File: src/rtl/instruction_fetch_buffer.sv
// ---------------------------------------------------------------------------
// instruction_fetch_buffer
//
// Fetch-side line buffer for the multicycle MIPS. Sits between the program
// counter and InstructionMemory and keeps the most recently read 128-bit line
// (four 32-bit words). A fetch that falls inside the buffered line is answered
// on the next clock edge without touching memory. A fetch outside the line
// drives the line base address to InstructionMemory, waits MEM_LATENCY cycles,
// captures the whole line, and delivers the requested word from it.
//
// Parameters
//   MEM_LATENCY : cycles from mem_address stable to dataline valid (1..15)
//   ADDR_WIDTH  : PC / memory address width
//
// Ports
//   clock       in   system clock, rising-edge
//   reset       in   asynchronous, active-high reset
//   pc          in   fetch byte address (bits [1:0] ignored)
//   fetch_req   in   one-cycle fetch request, sampled only while busy=0
//   flush       in   drops the buffered line and aborts an outstanding miss
//   mem_address out  line base address to InstructionMemory
//   dataline    in   128-bit line from InstructionMemory, word k at [32k+31:32k]
//   instruction out  last delivered instruction (held between deliveries)
//   inst_valid  out  one-cycle pulse when instruction is updated
//   busy        out  high while a miss is outstanding
//   hit         out  one-cycle pulse with inst_valid for a buffer hit
// ---------------------------------------------------------------------------
module instruction_fetch_buffer #(
  parameter int unsigned MEM_LATENCY = 1,
  parameter int unsigned ADDR_WIDTH  = 32
) (
  input  logic                  clock,
  input  logic                  reset,
  input  logic [ADDR_WIDTH-1:0] pc,
  input  logic                  fetch_req,
  input  logic                  flush,
  output logic [ADDR_WIDTH-1:0] mem_address,
  input  logic [127:0]          dataline,
  output logic [31:0]           instruction,
  output logic                  inst_valid,
  output logic                  busy,
  output logic                  hit
);

  localparam int unsigned TAG_WIDTH = ADDR_WIDTH - 4;

  // Counter preload: the counter reaches zero MEM_LATENCY-1 edges after the
  // request edge, and the line is captured on the edge after that.
  localparam logic [3:0] LATENCY_PRELOAD = 4'(MEM_LATENCY - 1);

  typedef enum logic {
    ST_IDLE,
    ST_WAIT
  } state_t;

  state_t                 state;
  logic [3:0]             counter;
  logic [ADDR_WIDTH-1:2]  req_addr;    // word address of the pending miss
  logic [TAG_WIDTH-1:0]   tag;
  logic [127:0]           line_buf;
  logic                   line_valid;

  logic [TAG_WIDTH-1:0]   pc_tag;
  logic                   lookup_hit;

  // The byte offset within a word never affects the fetch.
  logic                   unused_pc_bits;
  assign unused_pc_bits = ^pc[1:0];

  assign pc_tag     = pc[ADDR_WIDTH-1:4];
  assign lookup_hit = line_valid && (tag == pc_tag);

  // Select 32-bit word idx from a 128-bit line.
  function automatic logic [31:0] word_sel(input logic [127:0] line,
                                           input logic [1:0]   idx);
    return line[{idx, 5'b00000} +: 32];
  endfunction

  // NOTE: every register here is state, so all assignments are non-blocking;
  // mixing in blocking assignments would make later statements see the new
  // values within the same edge and break the one-edge timing of each path.
  always_ff @(posedge clock or posedge reset) begin
    if (reset) begin
      state       <= ST_IDLE;
      counter     <= '0;
      req_addr    <= '0;
      tag         <= '0;
      // NOTE: the line storage is cleared on reset as well, so a freshly
      // reset buffer holds a defined all-zero line rather than whatever
      // the flops powered up with; line_valid alone guards its use.
      line_buf    <= '0;
      line_valid  <= 1'b0;
      mem_address <= '0;
      instruction <= '0;
      inst_valid  <= 1'b0;
      busy        <= 1'b0;
      hit         <= 1'b0;
    end else begin
      // Delivery strobes are single-cycle pulses.
      inst_valid <= 1'b0;
      hit        <= 1'b0;

      case (state)
        ST_IDLE: begin
          if (flush) begin
            // Flush wins over a simultaneous fetch; the request is dropped.
            line_valid <= 1'b0;
          end else if (fetch_req) begin
            if (lookup_hit) begin
              instruction <= word_sel(line_buf, pc[3:2]);
              inst_valid  <= 1'b1;
              hit         <= 1'b1;
            end else begin
              req_addr    <= pc[ADDR_WIDTH-1:2];
              mem_address <= {pc_tag, 4'b0000};
              counter     <= LATENCY_PRELOAD;
              busy        <= 1'b1;
              state       <= ST_WAIT;
            end
          end
        end

        ST_WAIT: begin
          if (flush) begin
            // Abort the miss; mem_address keeps its last value.
            state      <= ST_IDLE;
            busy       <= 1'b0;
            line_valid <= 1'b0;
            counter    <= '0;
          end else if (counter == 4'd0) begin
            line_buf    <= dataline;
            tag         <= req_addr[ADDR_WIDTH-1:4];
            line_valid  <= 1'b1;
            instruction <= word_sel(dataline, req_addr[3:2]);
            inst_valid  <= 1'b1;
            busy        <= 1'b0;
            state       <= ST_IDLE;
          end else begin
            counter <= counter - 4'd1;
          end
        end

        default: state <= ST_IDLE;
      endcase
    end
  end

endmodule

File: config.mk
export PLATFORM = sky130hd
export DESIGN_NAME = instruction_fetch_buffer
export DESIGN_NICKNAME = d
export VERILOG_FILES = /design/src/rtl/instruction_fetch_buffer.sv
export SDC_FILE = /design/constraint.sdc
export NUM_CORES = 1
export LEC_CHECK = 0
export ABC_AREA = 1
export BUFFER_PORTS_ARGS = -buffer_cell sky130_fd_sc_hd__buf_2
export CORE_ASPECT_RATIO = 1.25
export CORE_MARGIN = 4
export CORE_UTILIZATION = 62
export CTS_BUF_LIST = sky130_fd_sc_hd__clkbuf_4 sky130_fd_sc_hd__clkbuf_8
export CTS_CLUSTER_SIZE = 14
export DETAILED_ROUTE_END_ITERATION = 12
export HOLD_SLACK_MARGIN = 0.06
export PLACE_DENSITY = 0.95
export SYNTH_ARGS = -nofsm -noshare
export SYNTH_HDL_FRONTEND = slang
export SYNTH_SLANG_ARGS = --single-unit
File: constraint.sdc
create_clock -name clock -period 12.9 [get_ports clock]
set_input_delay 2.58 -clock clock [delete_from_list [all_inputs] [get_ports clock]]
set_output_delay 2.58 -clock clock [all_outputs]
set_load 0.03 [all_outputs]
==> out/results.tsv, run 1 <==
metric	value	unit
power.switching	0.00109	W
num_rows	56	
finalNonFillerCells	1923	
crit_path_max_fanout	103	
synth_seq_area_share	48.0	%
synth_top_cell_area_share	48.0	%
drtPass1Iterations	5	
routabilityCongestion	0.896	
max_freq	0.213	GHz
rsz0062_at_grt	false	
cpPeakStageDelay	0.80	ns
period_share	36.3	%
cts_hold_buf	0	
grt_pass1_vias	10400	
area_delta_synth_final	12.9	%
dp_hpwl	19500	um
start_util	63.0	%
startpoint	flush	
numClockSinks	227	
numCtsBuffers	36	
p_seq_share	42.5	%
slowest_stage	buf_4	
postRouteAntennaNets	0	
peakVddDrop	111	uV
dr.first_iter.drc_count	876	
synth.area.top_cells	dfrtp_1 48%, nand2_1 9.4%, a21oi_1 9.1%	
cts-root-buf	clkbuf_8	
coreArea	0.0188	mm^2
post_cts_buffers	0	
synth-seq-cells	227	
cts_tree	done	
die_h	162	um
final-hold-violation-count	0	
p_int	0.00171	W
vias	10900	
grt.busiest_layer	met2	
power_leakage	7.16	nW
holdWs	0.482	ns
fp.dieW	132	um
vias_per_cell	5.64	
h-tree-depth	2	
met2_usage	46.6	%
reg2reg_to	line_buf[17]$_DFFE_PP0P_	
clockPowerShare	22.4	%
io_pins	231	
num-nets-final	1826	
antenna_found_initial	8	
drv_cap	0	
port_buffers	224	
cp-endpoint	line_buf[17]$_DFFE_PP0P_	
status	finished, final reports clean	
clk-insertion-delay-late	0.53	ns
combPwrFrac	35.1	%
die_area	0.0214	mm^2
cellPowerDensity	210	mW/mm^2
met1_usage	36.6	%
grt_max_degree	128	
cp_common_cell	buf_4	
worstHoldPathType	register to register	
worst_ep_arrival_time	5.10	ns
yosysWarnings	0	
rr_worst_depth	8	
final.setup.tns	0	ns
clock_path_buffers	3	
fin_crit	4.69	ns
syn-cell-area	0.0118	mm^2
wl	30700	um
synthDistinctLibCells	35	
syn_area_per_cell	7.80	um^2
overflow	0	
path_class	input pin to register	
worst_slew_pin_slew	1.24	ns
setup_violations	0	
r2r_start	state$_DFF_PP0_	
drive_gt1_share	20.9	%
drt-wirelength-per-cell	16.0	um
netlist_instances	1515	
drc	0	
dp.cells	1854	
slew_headroom	17.2	%
crit_path_end_kind	register	
track_usage	28.3	%
critPathLaunchType	input pin	
cts_resized	0	
synth_top_area_cell	dfrtp_1	
finalMaxSlewViolations	0	
cp_cell_sequence	buf_2 -> nor2_1 -> nand2_4 -> buf_4 -> buf_4 -> nand2_1 -> o21ai_0	
grtUsageMet3	6.21	%
cts.clk_slew.worst_paths	0.06	ns
crit_required	13.32	ns
switching_share	39.1	%
r2r_setup_slack	9.45	ns
grt_pass1_wl	49800	um
fin_skew	0.0243	ns
-- per-stage QoR --
step           instance area (um^2)  total power (W)  util, %  setup WS (ns)
3_5_place_dp                  12600          0.00217     67.1           7.76
3_3_place_gp                  12600          0.00211     67.1           7.81
2_1_floorplan                 11800          0.00192        -           4.10
4_1_cts                       13300          0.00281     71.0           8.30
5_1_grt                       13300          0.00300     71.1           7.99
6_report                      13400          0.00280     71.1           8.21
-- final cells by class --
type,instances,area (um^2)
antenna,6,15.0
fill,1444,5430
multi-input combinational,964,4680
clock inverter,9,50.0
sequential,227,5690
clock buffer,54,687
inverter,197,747
timing repair buffer,234,1200
tap,232,290
-- placed cells by master (no fill, tap or decap), drive strengths merged --
cell type    n
clkinv       8
ha           2
dfrtp      227
nand3       49
nand3b       1
mux2         5
xnor2        4
conb         4
diode        6
clkinvlp     2
a31o        32
nor3         1
xor2         1
o21ai      181
and3         1
nand4       10
a21oi      217
clkbuf      54
nand2      308
inv        196
nor2       116
buf        234
o211ai      32
-- registers in the layout (all words and copies together), names as in the netlist --
signal and cells:
inst_valid 1, state 1, line_buf 128, line_valid 1, instruction 32, busy 1, hit 1, req_addr 30
counter 4, tag 28
-- critical path: cells and delay by family --
kind	cells	cell delay (ns)
AOI/OAI and AO/OA	1	0.13
buffers and inverters	3	1.71
and+or+nand+nor	3	0.61
-- how the worst min path moves through the flow --
stage | start | end | slack [ns] | cells after the start
floorplan | line_buf[0]$_DFFE_PP0P_ | line_buf[0]$_DFFE_PP0P_ | 0.45 | 2
global placement | busy$_DFFE_PP0P_ | busy$_DFFE_PP0P_ | 0.45 | 2
detailed placement | busy$_DFFE_PP0P_ | busy$_DFFE_PP0P_ | 0.46 | 2
CTS | line_buf[23]$_DFFE_PP0P_ | line_buf[23]$_DFFE_PP0P_ | 0.48 | 2
global route | busy$_DFFE_PP0P_ | busy$_DFFE_PP0P_ | 0.50 | 2
finish | line_buf[28]$_DFFE_PP0P_ | line_buf[28]$_DFFE_PP0P_ | 0.48 | 2
-- power by group through the flow --
stage | registers, W | logic [W] | clock network, W
CTS | 0.00118 | 0.000985 | 0.000637
detailed placement | 0.00119 | 0.000975 | 0
finish | 0.00119 | 0.000983 | 0.000628
global route | 0.00123 | 0.00110 | 0.000672
floorplan | 0.00124 | 0.000681 | 0
global placement | 0.00118 | 0.000934 | 0
-- synth_stat cells (all sizes together) --
master,n
o21ai,181
mux2,5
o211ai,32
a21oi,217
clkinv,1
nand3b,1
and3,1
inv,196
nand4,10
ha,2
nand3,49
conb,1
buf,93
clkbuf,37
nor3,1
xor2,1
dfrtp,227
xnor2,4
a31o,32
nor2,116
nand2,308
-- routing by layer --
| metal | routed length, um | up-vias | part of all wire (%) |
|---|---|---|---|
| li1 | - | 5167 | - |
| met1 | 12000 | 5068 | 39 |
| met2 | 14900 | 526 | 48 |
| met3 | 2740 | 88 | 8.9 |
| met4 | 1070 | 6 | 3.5 |
| met5 | 34 | - | 0.11 |
-- logic make-up (layout without fill, tap and decap cells) --
logic type	Yosys count	after routing	share of synthesized area (%)
AND/OR/NAND/NOR	486	486	16.8
AO/OA/AOI/OAI	462	462	21.5
buffers and inverters	327	494	12.6
flip-flops	227	227	48.0
XOR/XNOR	5	5	0.370
multiplexers	5	5	0.476
adder cells (fa/ha/maj)	2	2	0.212
other	1	10	0.0317
Note: power is estimated with default switching activity, not from simulation.
==> inputs of run 2 (changes only) <==
--- a/config.mk
+++ b/config.mk
@@ -9,12 +9,12 @@
 export BUFFER_PORTS_ARGS = -buffer_cell sky130_fd_sc_hd__buf_2
 export CORE_ASPECT_RATIO = 1.25
 export CORE_MARGIN = 4
-export CORE_UTILIZATION = 62
+export CORE_UTILIZATION = 58
 export CTS_BUF_LIST = sky130_fd_sc_hd__clkbuf_4 sky130_fd_sc_hd__clkbuf_8
 export CTS_CLUSTER_SIZE = 14
 export DETAILED_ROUTE_END_ITERATION = 12
 export HOLD_SLACK_MARGIN = 0.06
-export PLACE_DENSITY = 0.95
+export PLACE_DENSITY = 0.93
 export SYNTH_ARGS = -nofsm -noshare
 export SYNTH_HDL_FRONTEND = slang
 export SYNTH_SLANG_ARGS = --single-unit
==> constraint.sdc (replaced) <==
create_clock -name clock -period 4.4 [get_ports clock]
set_input_delay 0.88 -clock clock [delete_from_list [all_inputs] [get_ports clock]]
set_output_delay 0.88 -clock clock [all_outputs]
set_load 0.03 [all_outputs]
==> out/results.tsv, run 2 (synthesized netlist as in run 1, its figures left out) <==
metric	value	unit
holdWs	0.367	ns
final_core_util	67.2	%
drc	0	
fin_skew	0.0200	ns
cts-root-buf	clkbuf_8	
crit_path_end_kind	register	
reg_top3	line_buf (128), instruction (32), req_addr (30)	
p_int	0.00511	W
coreArea	0.0201	mm^2
drtPass1Iterations	5	
peakVddDrop	387	uV
postLayoutSetupSlackWorst	1.64	ns
period_share	62.7	%
numCtsBuffers	38	
switching_share	38.7	%
die_area	0.0227	mm^2
finalMaxSlewViolations	0	
grt_max_degree	128	
regMostFlops	line_buf	
postRouteAntennaNets	0	
cts_tree	done	
p_seq_share	41.9	%
combPwrFrac	34.6	%
numClockSinks	227	
final.setup.tns	0	ns
grt_pass1_vias	10500	
slew_headroom	21.0	%
cpPeakStageDelay	0.74	ns
routabilityCongestion	0.877	
final_cell_mix	296 x nand2_1, 225 x dfrtp_1, 223 x buf_2	
power.switching	0.00323	W
cellPowerDensity	617	mW/mm^2
post_cts_buffers	0	
worst_slew_pin_slew	1.19	ns
dr.first_iter.drc_count	973	
rsz0062_at_grt	false	
start_util	58.8	%
power_leakage	7.22	nW
cp_cell_sequence	inv_1 -> ha_1 -> nand2_1 -> inv_1 -> nand2_4 -> buf_4 -> buf_4 -> o21ai_0	
final_common_cell	nand2_1	
status	finished, final reports clean	
cts_hold_buf	0	
port_buffers	224	
finish.instance_area	0.0135	mm^2
cts.clk_slew.worst_paths	0.07	ns
clockPowerShare	23.4	%
num_rows	58	
seqCellArea	0.00569	mm^2
clk-insertion-delay-late	0.53	ns
crit_path_max_fanout	92	
path_class	register to register	
area_delta_synth_final	14.3	%
r2r_setup_slack	1.64	ns
max_freq	0.362	GHz
nFillCells	1611	
largest_register_ffs	128	
final-hold-violation-count	0	
h-tree-depth	2	
dp_hpwl	20500	um
worstHoldPathType	input pin to asynchronous set/reset pin	
overflow	0	
drt-wirelength-per-cell	15.9	um
crit_required	4.76	ns
worst_ep_arrival_time	3.12	ns
vias	10900	
fp.dieW	136	um
num-nets-final	1833	
vias_per_cell	5.54	
drv_cap	0	
clock_path_buffers	3	
antenna_found_initial	8	
track_usage	27.0	%
fin_crit	2.76	ns
setup_violations	0	
drive_gt1_share	21.3	%
wl	31400	um
critPathLaunchType	register	
cts_resized	0	
pre_cts_ws	1.23	ns
slowest_stage	buf_4	
placed_area	0.0127	mm^2
io_pins	231	
die_h	168	um
grt_pass1_wl	50100	um
multi_input_area	0.00468	mm^2
[run 2: cell count changes in the layout (fill, tap and decap cells not counted)]
cell      previous run  this run
diode_2              6         4
clkinv_4             0         1
clkbuf_4             9         8
clkbuf_8            45        51
clkinv_2             7         5
inv_8                1         0
buf_12               0         2
buf_4               11        14
[run 2: area by class of cell]
cell class                 instances  share of cell area (%)
clock inverter                     7                   0.305
antenna                            4                  0.0740
inverter                         197                    5.50
multi-input combinational        964                    34.6
clock buffer                      59                    5.64
timing repair buffer             239                    9.33
sequential                       227                    42.1
tap                              270                    2.50
[run 2: power groups by stage]
stage / Clock, W / Combinational (W) / Sequential [W]
global route: 0.00208 / 0.00325 / 0.00359
floorplan: 0 / 0.00200 / 0.00365
global placement: 0 / 0.00275 / 0.00345
detailed placement: 0 / 0.00287 / 0.00351
finish: 0.00195 / 0.00289 / 0.00350
CTS: 0.00198 / 0.00289 / 0.00349
[run 2: worst paths after layout]
path	start	endpoint	depth (start not counted)
worst max-delay path	counter[0]$_DFFE_PP0P_	line_buf[87]$_DFFE_PP0P_	8
worst min-delay path	reset	line_buf[120]$_DFFE_PP0P_	2
worst max register to register	counter[0]$_DFFE_PP0P_	line_buf[87]$_DFFE_PP0P_	8
worst min register to register	line_buf[6]$_DFFE_PP0P_	line_buf[6]$_DFFE_PP0P_	2
max in group asynchronous	reset	instruction[11]$_DFFE_PP0P_	3
min in group clock	line_buf[6]$_DFFE_PP0P_	line_buf[6]$_DFFE_PP0P_	2
[run 2: worst max-delay path: cells and delay by family, from the launching register on]
family,cells,cell delay (ns)
AO/OA/AOI/OAI,1,0.24
adder cells (fa/ha/maj),1,0.21
buffers and inverters,4,1.50
flip-flops,1,0.37
AND/OR/NAND/NOR,2,0.20
[run 2: metal layers]
layer / part of all wire (%) / track usage [%] / up-vias
met4: 4.0 / 13.1 / 8
met5: 0.16 / 0 / -
li1: - / - / 5196
met2: 49 / 44.3 / 545
met1: 38 / 34.1 / 5049
met3: 9.0 / 5.56 / 108
[run 2: stage by stage]
stage / instances / total power, W
floorplan: 1518 / 0.00564
global placement: 1897 / 0.00621
detailed placement: 1897 / 0.00638
CTS: 1963 / 0.00836
global route: 1967 / 0.00892
finish: 1967 / 0.00834
